===== config.mk =====
export PLATFORM = sky130hd
export DESIGN_NAME = pc_gen_flat
export DESIGN_NICKNAME = d
export VERILOG_FILES = /design/src/rtl/pc_gen_if.sv /design/src/rtl/pc_gen.sv /design/src/flat_wrapper.sv
export SDC_FILE = /design/constraint.sdc
export NUM_CORES = 1
export LEC_CHECK = 0
export CORE_ASPECT_RATIO = 0.75
export CORE_MARGIN = 3
export CORE_UTILIZATION = 35
export DETAILED_ROUTE_END_ITERATION = 16
export GPL_TIMING_DRIVEN = 0
export PLACE_DENSITY = 0.59
export REMOVE_ABC_BUFFERS = 1
export SYNTH_ARGS = -nofsm -noshare
export SYNTH_HDL_FRONTEND = slang
export SYNTH_SLANG_ARGS = --single-unit

===== constraint.sdc =====
create_clock -name clk -period 7.85 [get_ports clk]
set_input_delay 1.57 -clock clk [delete_from_list [all_inputs] [get_ports clk]]
set_output_delay 1.57 -clock clk [all_outputs]
set_load 0.05 [all_outputs]

===== src/rtl/pc_gen_if.sv =====
// Fetch-side bundle for pc_gen: handshake, redirect/trap/call/ret inputs and PC/RAS status outputs.
// master is the PC generator, slave is the fetch/execute side that drives redirects and consumes pc.
interface pc_gen_if #(
  parameter int XLEN      = 32,
  parameter int RAS_DEPTH = 4
);
  localparam int CNT_W = $clog2(RAS_DEPTH) + 1;

  logic             fetch_ready;
  logic [XLEN-1:0]  pc;
  logic             pc_valid;
  logic             redirect_valid;
  logic [XLEN-1:0]  redirect_target;
  logic             trap_valid;
  logic [XLEN-1:0]  trap_target;
  logic             call_valid;
  logic [XLEN-1:0]  call_target;
  logic             ret_valid;
  logic             misaligned;
  logic [XLEN-1:0]  misaligned_addr;
  logic [CNT_W-1:0] ras_count;

  modport master (
    input  fetch_ready, redirect_valid, redirect_target, trap_valid, trap_target,
           call_valid, call_target, ret_valid,
    output pc, pc_valid, misaligned, misaligned_addr, ras_count
  );

  modport slave (
    output fetch_ready, redirect_valid, redirect_target, trap_valid, trap_target,
           call_valid, call_target, ret_valid,
    input  pc, pc_valid, misaligned, misaligned_addr, ras_count
  );
endinterface


===== src/rtl/pc_gen.sv =====
// Ready/valid-gated program counter with trap/redirect priority, a circular return-address
// stack for call/return prediction, and a HALT state entered on a misaligned redirect.
module pc_gen #(
  parameter int              XLEN         = 32,
  parameter logic [XLEN-1:0] RESET_VECTOR = 32'h0000_0000,
  parameter int              RAS_DEPTH    = 4
) (
  input logic       clk,
  input logic       reset,
  pc_gen_if.master  bus
);
  localparam int PTR_W = $clog2(RAS_DEPTH);
  localparam int CNT_W = PTR_W + 1;
  localparam logic [PTR_W-1:0] PTR_ONE  = PTR_W'(1);
  localparam logic [CNT_W-1:0] CNT_ONE  = CNT_W'(1);
  localparam logic [CNT_W-1:0] CNT_FULL = CNT_W'(RAS_DEPTH);

  typedef enum logic {RUN, HALT} state_t;

  state_t           r_state, w_state_nxt;
  logic [XLEN-1:0]  r_pc, w_pc_nxt;
  logic             r_pc_valid;
  logic             r_misaligned, w_misaligned_nxt;
  logic [XLEN-1:0]  r_misaligned_addr, w_misaligned_addr_nxt;
  logic [CNT_W-1:0] r_count, w_count_nxt;
  logic [PTR_W-1:0] r_top, w_top_nxt;
  logic [XLEN-1:0]  r_ras [RAS_DEPTH];

  logic             w_fire;
  logic [XLEN-1:0]  w_pc_inc;
  logic             w_wr_en;
  logic [PTR_W-1:0] w_wr_idx;

  // Occupancy saturates at depth; a push into a full stack silently drops the oldest entry.
  function automatic logic [CNT_W-1:0] sat_inc(input logic [CNT_W-1:0] c);
    return (c == CNT_FULL) ? c : c + CNT_ONE;
  endfunction

  assign w_fire   = r_pc_valid & bus.fetch_ready;
  assign w_pc_inc = r_pc + XLEN'(4);

  always_comb begin
    w_state_nxt           = r_state;
    w_pc_nxt              = r_pc;
    w_misaligned_nxt      = 1'b0;
    w_misaligned_addr_nxt = r_misaligned_addr;
    w_count_nxt           = r_count;
    w_top_nxt             = r_top;
    w_wr_en               = 1'b0;
    w_wr_idx              = r_top;

    if (bus.trap_valid) begin
      w_pc_nxt    = bus.trap_target;
      w_state_nxt = RUN;
      w_count_nxt = '0;
    end else if (r_state == RUN && bus.redirect_valid) begin
      if (bus.redirect_target[1:0] == 2'b00) begin
        w_pc_nxt = bus.redirect_target;
      end else begin
        w_misaligned_nxt      = 1'b1;
        w_misaligned_addr_nxt = bus.redirect_target;
        w_state_nxt           = HALT;
      end
    end else if (w_fire && bus.call_valid && bus.ret_valid) begin
      // Coroutine swap: replace the top return address rather than pop-then-push.
      w_pc_nxt = bus.call_target;
      w_wr_en  = 1'b1;
      if (r_count == '0) begin
        w_top_nxt   = r_top + PTR_ONE;
        w_wr_idx    = r_top + PTR_ONE;
        w_count_nxt = sat_inc(r_count);
      end
    end else if (w_fire && bus.call_valid) begin
      w_pc_nxt    = bus.call_target;
      w_wr_en     = 1'b1;
      w_top_nxt   = r_top + PTR_ONE;
      w_wr_idx    = r_top + PTR_ONE;
      w_count_nxt = sat_inc(r_count);
    end else if (w_fire && bus.ret_valid) begin
      if (r_count != '0) begin
        w_pc_nxt    = r_ras[r_top];
        w_top_nxt   = r_top - PTR_ONE;
        w_count_nxt = r_count - CNT_ONE;
      end else begin
        w_pc_nxt = w_pc_inc;
      end
    end else if (w_fire) begin
      w_pc_nxt = w_pc_inc;
    end
  end

  always_ff @(posedge clk) begin
    if (reset) begin
      r_state           <= RUN;
      r_pc              <= RESET_VECTOR;
      r_pc_valid        <= 1'b0;
      r_misaligned      <= 1'b0;
      r_misaligned_addr <= '0;
      r_count           <= '0;
      r_top             <= '0;
    end else begin
      r_state           <= w_state_nxt;
      r_pc              <= w_pc_nxt;
      r_pc_valid        <= (w_state_nxt == RUN);
      r_misaligned      <= w_misaligned_nxt;
      r_misaligned_addr <= w_misaligned_addr_nxt;
      r_count           <= w_count_nxt;
      r_top             <= w_top_nxt;
    end
  end

  // Stack storage carries no reset; occupancy alone decides which entries are live.
  always_ff @(posedge clk) begin
    if (!reset && w_wr_en) r_ras[w_wr_idx] <= w_pc_inc;
  end

  assign bus.pc              = r_pc;
  assign bus.pc_valid        = r_pc_valid;
  assign bus.misaligned      = r_misaligned;
  assign bus.misaligned_addr = r_misaligned_addr;
  assign bus.ras_count       = r_count;
endmodule


===== src/flat_wrapper.sv =====
// flat-port wrapper written by rule: the top's interface ports become plain ports
module pc_gen_flat 
#(
  parameter int              XLEN         = 32,
  parameter logic [XLEN-1:0] RESET_VECTOR = 32'h0000_0000,
  parameter int              RAS_DEPTH    = 4
)
  (clk, reset, bus_fetch_ready, bus_redirect_valid, bus_redirect_target, bus_trap_valid, bus_trap_target, bus_call_valid, bus_call_target, bus_ret_valid, bus_pc, bus_pc_valid, bus_misaligned, bus_misaligned_addr, bus_ras_count);
  pc_gen_if #(.XLEN(XLEN), .RAS_DEPTH(RAS_DEPTH)) bus_i ();
  input logic clk;
  input logic reset;
  input wire logic [$bits(bus_i.fetch_ready)-1:0] bus_fetch_ready;
  input wire logic [$bits(bus_i.redirect_valid)-1:0] bus_redirect_valid;
  input wire logic [$bits(bus_i.redirect_target)-1:0] bus_redirect_target;
  input wire logic [$bits(bus_i.trap_valid)-1:0] bus_trap_valid;
  input wire logic [$bits(bus_i.trap_target)-1:0] bus_trap_target;
  input wire logic [$bits(bus_i.call_valid)-1:0] bus_call_valid;
  input wire logic [$bits(bus_i.call_target)-1:0] bus_call_target;
  input wire logic [$bits(bus_i.ret_valid)-1:0] bus_ret_valid;
  output wire logic [$bits(bus_i.pc)-1:0] bus_pc;
  output wire logic [$bits(bus_i.pc_valid)-1:0] bus_pc_valid;
  output wire logic [$bits(bus_i.misaligned)-1:0] bus_misaligned;
  output wire logic [$bits(bus_i.misaligned_addr)-1:0] bus_misaligned_addr;
  output wire logic [$bits(bus_i.ras_count)-1:0] bus_ras_count;
  assign bus_i.fetch_ready = bus_fetch_ready;
  assign bus_i.redirect_valid = bus_redirect_valid;
  assign bus_i.redirect_target = bus_redirect_target;
  assign bus_i.trap_valid = bus_trap_valid;
  assign bus_i.trap_target = bus_trap_target;
  assign bus_i.call_valid = bus_call_valid;
  assign bus_i.call_target = bus_call_target;
  assign bus_i.ret_valid = bus_ret_valid;
  assign bus_pc = bus_i.pc;
  assign bus_pc_valid = bus_i.pc_valid;
  assign bus_misaligned = bus_i.misaligned;
  assign bus_misaligned_addr = bus_i.misaligned_addr;
  assign bus_ras_count = bus_i.ras_count;
  pc_gen #(.XLEN(XLEN), .RESET_VECTOR(RESET_VECTOR), .RAS_DEPTH(RAS_DEPTH)) u_core (.clk(clk), .reset(reset), .bus(bus_i));
endmodule

# == Word level (Yosys, flattened, before mapping) ==
# Memories as Yosys holds them, arrays and structs flattened. A register that Yosys moved wholly into a read port is not among the register bits.
# Index checks and enable logic that the tools add are counted.
# op_classes
n_reduce_logical,18
n_eq_ne,3
mux,35
add_sub_neg,5
n_bitwise,6
# ops
operator,count
2-to-1 mux 32 bit,8
adder 32 x 3 -> 32 bit (second input constant),1
2-to-1 mux 2 bit,11
2-to-1 mux 3 bit,6
2-to-1 mux 1 bit,10
nonzero test 3 bit,3
AND reduction 4 bit,2
nonzero test 6 bit,1
logical AND 1 bit,5
inverter 1 bit,5
adder 3 x 1 -> 3 bit (second input constant),1
equality test 3 bit (second input constant),1
logical NOT 3 bit,1
inequality test 3 bit (second input constant),1
AND reduction 3 bit,1
OR reduction 3 bit,1
subtractor 3 x 1 -> 3 bit (second input constant),1
adder 2 x 1 -> 2 bit (second input constant),1
logical NOT 2 bit,1
inequality test 2 bit (second input constant),1
AND reduction 2 bit,1
OR reduction 2 bit,1
subtractor 2 x 1 -> 2 bit (second input constant),1
AND 1 bit,1
logical NOT 1 bit,1
# word_totals
inputBits,103
mem_bits_rw,128
word_cells,75
regBits,72
n_memories,1
# mem_list
memory,depth,width,rd,rd_ports_with_merged_regs,wr,line,source
u_core.r_ras,4,32,1,1,1,pc_gen.sv:27,logic [XLEN-1:0] r_ras [RAS_DEPTH];

# == Logic depth before layout (Yosys ltp) ==
# Gate-level depths: netlist (run 1).
# depth
depth_word,9
ltp_mapped,8
ltp_nobuf,7

# == Worst setup path before layout (run 1) ==
# OpenSTA, ideal clock, no wires.
# synth_path
kind,input-to-reg
from,input bus_call_valid
to,memory u_core.r_ras[2][0] (enable)
n_path_buf,1
setup_time_ps,421
arrival_ps,4141
path_stages,8
path_slack_ps,3289
required_ps,7429
path_cell_list,nand3_1 > clkbuf_1 > ha_1 > a41o_1 > o41ai_1 > nand2_1 > o21a_1 > nor2_1
# synth_via
elab_chain_cells,8
# synth_rtl
item,line,source
"start, declared",flat_wrapper.sv:17,input wire logic [$bits(bus_i.call_valid)-1:0] bus_call_valid;
logical AND 1 bit (*),"pc_gen.sv:64, pc_gen.sv:73",
2-to-1 mux 1 bit / logical AND 1 bit (equally long branches),"pc_gen.sv:73, pc_gen.sv:64",
2-to-1 mux 1 bit,pc_gen.sv:64,end else if (w_fire && bus.call_valid && bus.ret_valid) begin
2-to-1 mux 1 bit,pc_gen.sv:56,end else if (r_state == RUN && bus.redirect_valid) begin
2-to-1 mux 1 bit,pc_gen.sv:52,if (bus.trap_valid) begin
logical AND 1 bit,pc_gen.sv:114,if (!reset && w_wr_en) r_ras[w_wr_idx] <= w_pc_inc;
2-to-1 mux 1 bit,pc_gen.sv:114,
2-to-1 mux 1 bit (not written as such),pc_gen.sv:114,
"end, declared",pc_gen.sv:27,
# Every way passes the cells marked *; elsewhere a longest branch is shown, timed or not.

# == Worst setup path in the final report (run 1) ==
# layout_path
from,input bus_call_valid
to,memory u_core.r_ras[1][10] (enable)
# Same word-level chain as after synthesis.

==> results of run 1 <==
-- cell families (layout without fill, tap and decap cells) --
logic type / count (synthesis) / after routing
xor+xnor: 32 / 32
compound gates: 210 / 210
simple gates: 230 / 230
buf+inv: 68 / 240
fa+ha+maj: 6 / 6
mux: 34 / 34
flops: 202 / 202
-- stage by stage --
step                      std cells  hold WS, ns  total power (uW)
after floorplan                 731       0.5202              1445
after global placement         1246       0.4405              1630
after detailed placement       1258       0.4484              1643
after CTS                      1298       0.4572              2793
after global routing           1298       0.4733              2862
final                          1298       0.4550              2771
-- power by group --
group,internal [uW],switching (uW),leakage [uW]
Sequential,1170,41.5,0.00178
Combinational,161,251,0.00188
Clock,700,448,0.000383
-- worst max path at each step --
| stage | startpoint | to | slack (ns) | cells past startpoint |
|---|---|---|---|---|
| floorplan | bus_call_valid | u_core.r_ras[2][0] | 3.09 | 5 |
| CTS | bus_trap_valid | u_core.r_ras[1][10] | 1.24 | 7 |
| detailed placement | bus_trap_valid | u_core.r_ras[1][16] | 0.69 | 7 |
| finish | bus_call_valid | u_core.r_ras[1][10] | 2.36 | 7 |
| global placement | bus_trap_valid | u_core.r_ras[3][16] | -0.91 | 6 |
| global route | bus_call_valid | u_core.r_ras[1][10] | 2.18 | 7 |
-- synthesized netlist by cell type, types with 17 or more instances --
cell        n
edfxtp_1  128
inv_1      17
mux4_2     32
nand2_1   100
nor2_1     36
a21oi_1    60
nand3_1    18
clkbuf_1   27
nor3_1     18
o21ai_0    28
dfxtp_1    74
xnor2_1    23
-- final cells by class --
cell class                      count  area share (%)
Sequential cell                   202           43.19
Multi-Input combinational cell    512           30.57
Timing Repair Buffer              183           15.77
Clock buffer                       24           4.696
Tap cell                          344           3.489
Clock inverter                     16           1.765
Inverter                           17          0.5173
-- worst max-delay path: stages --
cell and delay [ns]:
clkdlybuf4s50_1 0.63, nand3_1 0.91, inv_1 1.27, a31oi_1 0.24
o21ai_0 0.59, nor2_4 0.27, buf_16 0.24
-- per-layer routing --
layer / part of all wire (%) / vias to the layer above
met5: 0.064 / -
met4: 2.9 / 2
met3: 9.0 / 69
met2: 44 / 345
met1: 44 / 3697
li1: - / 3360
-- cells in the final DEF (no fill, tap or decap), types with 8 or more instances in the layout --
cell	n
clkdlybuf4s50_1	169
clkbuf_16	23
xnor2_1	23
o21ai_0	28
nand3_1	18
a211oi_1	12
mux4_2	32
xor2_1	9
nor3_1	17
a221oi_1	10
or3_1	9
a21oi_1	60
inv_1	17
nor2_1	30
dfxtp_1	72
nand4_1	12
a221o_1	8
nand2_1	100
o221a_2	11
edfxtp_1	128
o22ai_1	10
-- sequential cells by signal, indices dropped and copies added, names as in the netlist, named ones only --
signal,flops
u_core.bus.ras_count,3
u_core.bus.pc_valid,1
u_core.bus.misaligned_addr,32
u_core.r_top,2
u_core.r_ras,128
u_core.bus.misaligned,1
u_core.r_state,1
u_core.bus.pc,32
==> summary.txt, run 1 <==
Placed design
  – Port bufs: 171
  – Dpl hpwl: approximately 21000 um
  – Pre-CTS setup slack: approximately 0.69 ns
  – GPL Wtd Cong: about 0.8
  – DP Area: ~12000 um2

Timing
  – Unrepaired setup endpoints after global routing: no
  – Worst slew margin: 5.148%
  – Hold Vio Cnt, Final: 0
  – Skew final: 0.01406 ns
  – Final max-slew violation count: 0
  – Fin crit share: around 70%
  – Final setup violation count: 0
  – F_max: 0.1821 GHz
  – Tightest Pin Transition: around 1.4 ns
  – Minimum clock period: about 5.5 ns
  – PnR worst setup slack: 2.357 ns
  – Fin Setup TNS: 0 ns

Synth
  – Count of cell types in the netlist: 72
  – Mux contribution to synthesized area: ~7.9%
  – Syn Area/Cell: ~12 um2
  – Most used DFF post-synth: edfxtp_1
  – Post-Synthesis Cells: between 700 and 800
  – Synth Cell Area: 9338 um2
  – Asr flop ratio synth: 0%
  – Sequential area share after synthesis: 57.03%
  – Simple-Gate Fraction of Synth Area: about an eighth
  – Largest family of logic cells by synthesized area: compound AO/OA/AOI/OAI gates
  – Complex-gate fraction of the synthesized area: 16.00%
  – Top-area cell type share of the netlist area: between 40% and 50%
  – Number of synthesized flops with an enable pin: about 130
  – Yosys reg bits: between 200 and 250
  – Yosys warnings: 0
  – XOR/XNOR share of the synthesized area: around 3%
  – Adder and majority gate portion of the synthesized area: less than 1%
  – Largest cells by area after synthesis: edfxtp_1 (41%), dfxtp_1 (16%), mux4_2 (7.7%)
  – Dominant cell type by area after synthesis: edfxtp_1

Finish
  – Final nets: 1047
  – Area grow syn2layout: 32.11%
  – Layout cells sized above 1: 12.68%
  – Design area: between 10000 and 15000 um2
  – Final Core Density: between 40 and 50%
  – Area of the multi-input gates: between 3000 and 4000 um2
  – Reg area: approximately 5300 um2
  – Diode count: 0
  – Fill count: 2364

GRT
  – Gr usage total: 21.18%
  – First-pass GRT wire length: 46550 um
  – Largest net degree at the start of global routing: 41
  – GR Layer Usage met2: roughly a third
  – GR Util met1: between 30% and 40%
  – Met3 GRT Util: under 10%
  – Number of global-route vias before repair: between 7000 and 8000
  – Grt total ovfl: 0
  – Initial antenna violation count: 1
  – Most used routing layer: met2

CTS
  – Total clock buffers created by CTS: 22
  – Hold Buf Count CTS: 0
  – Clock tree buffer depth: 3
  – Clock H-tree levels: 1
  – Post_cts resized: 0
  – TritonCTS clock tree: done
  – Root buffer cell: clkbuf_16
  – Clock Latency Late Sink: about 0.52 ns
  – CTS sink count: 202
  – CTS clk-pin slew, worst paths: about 0.06 ns
  – Setup repair bufs after CTS: 0

Setup path
  – Critical path endpoint category: flop
  – Critical Path Fanout Max: 25
  – Req. time, crit path: just over 8 ns
  – Reg-to-reg critical path endpoint: u_core.r_ras[1][10]
  – Reg2reg setup slack: roughly 3.5 ns
  – Worst Reg2Reg Path Length in Cells: 6
  – Setup CP Type: in -> reg
  – Startpoint types: input pin
  – Crit path DAT: 5.76 ns
  – Worst r2r src: u_core.r_state

Worst hold path
  – HP Start: u_core.bus.misaligned_addr[4]
  – Hold path depth: 2
  – Worst hold endpoint: u_core.bus.misaligned_addr[4]
  – Hold Path Class: reg -> reg

Floorplan
  – Core area: roughly 26000 um2
  – I/O pin count: 172
  – Initial Util: 35.78%
  – Die width: approximately 200 um
  – Core Rows: 51
  – Die Y-Extent: ~150 um
  – Die area: ~29000 um2

Route
  – 1st-iter DRT viols: ~800
  – Routed vias/inst: 5.757
  – DRC Markers: 0
  – Routed WL: between 30000 and 40000 um
  – WL/cell: ~24 um
  – Antenna-violating nets left: 0
  – DRT Pass-1 Iters: 5
  – Via count: about 7500

Power
  – Max IR drop VDD: between 100 and 150 uV
  – Leak pwr: 0.004044 uW
  – PwrDens: around 220 nW/um2

Run status
  – Status: completed

Flow run
  – Max_cap viols: 0
No activity file was read; power rests on OpenSTA's default activity.
==> run 2, diff against run 1 <==
Settings changed: PLACE_DENSITY 0.59 to 0.61.
Clock period 7.85 ns to 4.65 ns, I/O delays scaled along.
==> run 2 against run 1 <==
Against the previous run:
- sequential power grew 69%
- global-route usage shrank 0.35 points
- die area is the same
- final area shrank 0.70%
- power grew 61%
- combinational power grew 69%
- via count is essentially flat
- wire length grew 0.14%
- critical path depth is the same
- largest cell class unchanged
- highest routed layer unchanged
==> summary.txt, run 2 (synthesized netlist as in run 1, its figures left out) <==
Timing
  – Hold Vio Cnt, Final: 0 (unchanged)
  – PnR worst setup slack: 0.1931 ns (-2.164 ns)
  – Final max-slew violation count: 0 (unchanged)
  – Fin crit share: a little over nine tenths
  – F_max: between 0.2 and 0.25 GHz
  – Minimum clock period: around 4.5 ns
  – Skew final: 0.02638 ns (+0.01233 ns)
  – Final setup violation count: 0 (unchanged)
  – Worst slew margin: 7.977% (+2.8 points)
  – Tightest Pin Transition: 1.376 ns (-0.03569 ns)
  – Unrepaired setup endpoints after global routing: no

CTS
  – Clock Latency Late Sink: 0.52 ns (about the same)
  – TritonCTS clock tree: done
  – Clock tree buffer depth: 3 (unchanged)
  – CTS sink count: 202 (unchanged)
  – Root buffer cell: clkbuf_16
  – Hold Buf Count CTS: 0 (unchanged)
  – Total clock buffers created by CTS: 22 (unchanged)
  – CTS clk-pin slew, worst paths: 0.06 ns (about the same)
  – Clock H-tree levels: 1 (unchanged)

Route
  – DRC Markers: 0 (unchanged)
  – WL/cell: 23.94 um (about the same)
  – 1st-iter DRT viols: 621 (-23%)
  – Post-Route M1 WL: 13500 um (-1.8%)
  – Met2 wire length: 14040 um (+3.3%)
  – DR WL met3: 2985 um (+6.8%)
  – Routed WL: 31100 um (+0.14%)
  – Routed vias/inst: 5.758 (about the same)
  – Antenna-violating nets left: 0 (unchanged)
  – Via count: 7479 (+0.080%)
  – DRT Pass-1 Iters: 5 (unchanged)
  – Top sig layer: met5

Worst hold path
  – Hold Path Class: reg -> reg

Finish
  – Fill count: 2370 (+0.25%)
  – Layout cells sized above 1: 12.46% (-0.22 points)
  – Most frequent cells in the layout: clkdlybuf4s50_1 (169), edfxtp_1 (128), nand2_1 (100)
  – Area of the multi-input gates: 3771 um2 (unchanged)
  – Final Core Density: 46.93% (-0.33 points)
  – Reg with most FFs: u_core.r_ras
  – Diode count: 0 (unchanged)
  – Area grow syn2layout: 31.18%
  – Max reg flops: 128 (unchanged)
  – Final nets: 1048 (+0.096%)
  – Commonest non-fill, non-tap cell in the layout: clkdlybuf4s50_1
  – Reg area: 5328 um2 (unchanged)

Floorplan
  – Die width: 194.6 um (unchanged)
  – Core Rows: 51 (unchanged)
  – Die Y-Extent: 147.5 um (unchanged)
  – Core area: 26100 um2 (unchanged)
  – Die area: 28700 um2 (unchanged)
  – I/O pin count: 172 (unchanged)
  – Initial Util: 35.78% (unchanged)

GRT
  – Gr usage total: 20.83% (-0.35 points)
  – First-pass GRT wire length: 45770 um (-1.7%)
  – Grt total ovfl: 0 (unchanged)
  – Number of global-route vias before repair: 7329 (+0.30%)
  – Largest net degree at the start of global routing: 39 (-4.9%)
  – Initial antenna violation count: 1 (unchanged)

Placed design
  – Port bufs: 171 (unchanged)
  – GPL Wtd Cong: 0.7988 (-2.8%)
  – Pre-CTS setup slack: -0.6030 ns (-1.290 ns)
  – Dpl hpwl: 20710 um (+0.55%)

Run status
  – Status: completed

Power
  – Leak pwr: 0.004000 uW (-1.1%)
  – PwrDens: 364.7 nW/um2 (+62%)
  – Max IR drop VDD: 217.8 uV (+65%)

Flow run
  – Max_cap viols: 0 (unchanged)

Setup path
  – Critical Path Fanout Max: 31 (+24%)
  – Startpoint types: input pin
  – Req. time, crit path: 4.83 ns (-3.28 ns)
  – Critical path endpoint category: flop
  – Crit path DAT: 4.64 ns (-1.12 ns)
  – Setup CP Type: in -> reg
==> run 2: per-layer routing <==
layer | up-vias | GRT usage, %
li1 | 3364 | -
met1 | 3671 | 28.76
met2 | 386 | 33.20
met3 | 56 | 5.514
met4 | 2 | 4.844
met5 | - | 0
==> run 2: repair_timing <==
| item | CTS | global route |
|---|---|---|
| endpoints found under the setup margin | 74 | 51 |
| gates resized for setup | 1 | 1 |
| buffers inserted | 0 | 0 |
| gates cloned | 0 | 1 |
==> run 2: through the flow <==
stage | hold slack, ns | TNS [ns] | power, uW | std cells | area [um2]
6_report | 0.4513 | 0 | 4467 | 1299 | 12250
3_5_place_dp | 0.4471 | -63.88 | 2772 | 1258 | 11520
4_1_cts | 0.4556 | 0 | 4498 | 1298 | 12240
3_3_place_gp | 0.4412 | -527.79 | 2753 | 1246 | 11240
2_1_floorplan | 0.5202 | 0 | 2439 | 731 | 9101
5_1_grt | 0.4700 | 0 | 4614 | 1299 | 12250
==> run 2: path summary, 6_finish.rpt <==
| path | slack, ns | endpoint | from | cells past startpoint |
|---|---|---|---|---|
| hold / removal | 0.45 | u_core.bus.misaligned_addr[6] | u_core.bus.misaligned_addr[6] | 2 |
| hold reg to reg | 0.45 | u_core.bus.misaligned_addr[6] | u_core.bus.misaligned_addr[6] | 2 |
| setup / recovery | 0.19 | u_core.r_ras[3][25] | bus_trap_valid | 7 |
| setup reg to reg | 0.83 | u_core.r_ras[3][25] | u_core.bus.pc_valid | 6 |
==> run 2: worst max-delay path, stage by stage <==
cell and delay, ns:
buf_2 0.35, inv_1 0.98, nand2_1 0.93, a31oi_1 0.46
o21ai_0 0.27, nor2_4 0.38, buf_12 0.27
==> run 2: final cells by class <==
cell class | instances | area share, %
clock buffer | 37 | 5.700
multi-input combinational | 512 | 30.79
clock inverter | 3 | 0.1226
timing repair inverter | 1 | 0.04086
inverter | 17 | 0.5516
sequential | 202 | 43.49
tap | 344 | 3.514
timing repair buffer | 183 | 15.79
==> run 2: report_power, final <==
| group | switching [uW] | leakage (uW) | internal (uW) |
|---|---|---|---|
| Combinational | 425 | 0.00186 | 272 |
| Clock | 707 | 0.000354 | 1020 |
| Sequential | 70.7 | 0.00178 | 1970 |
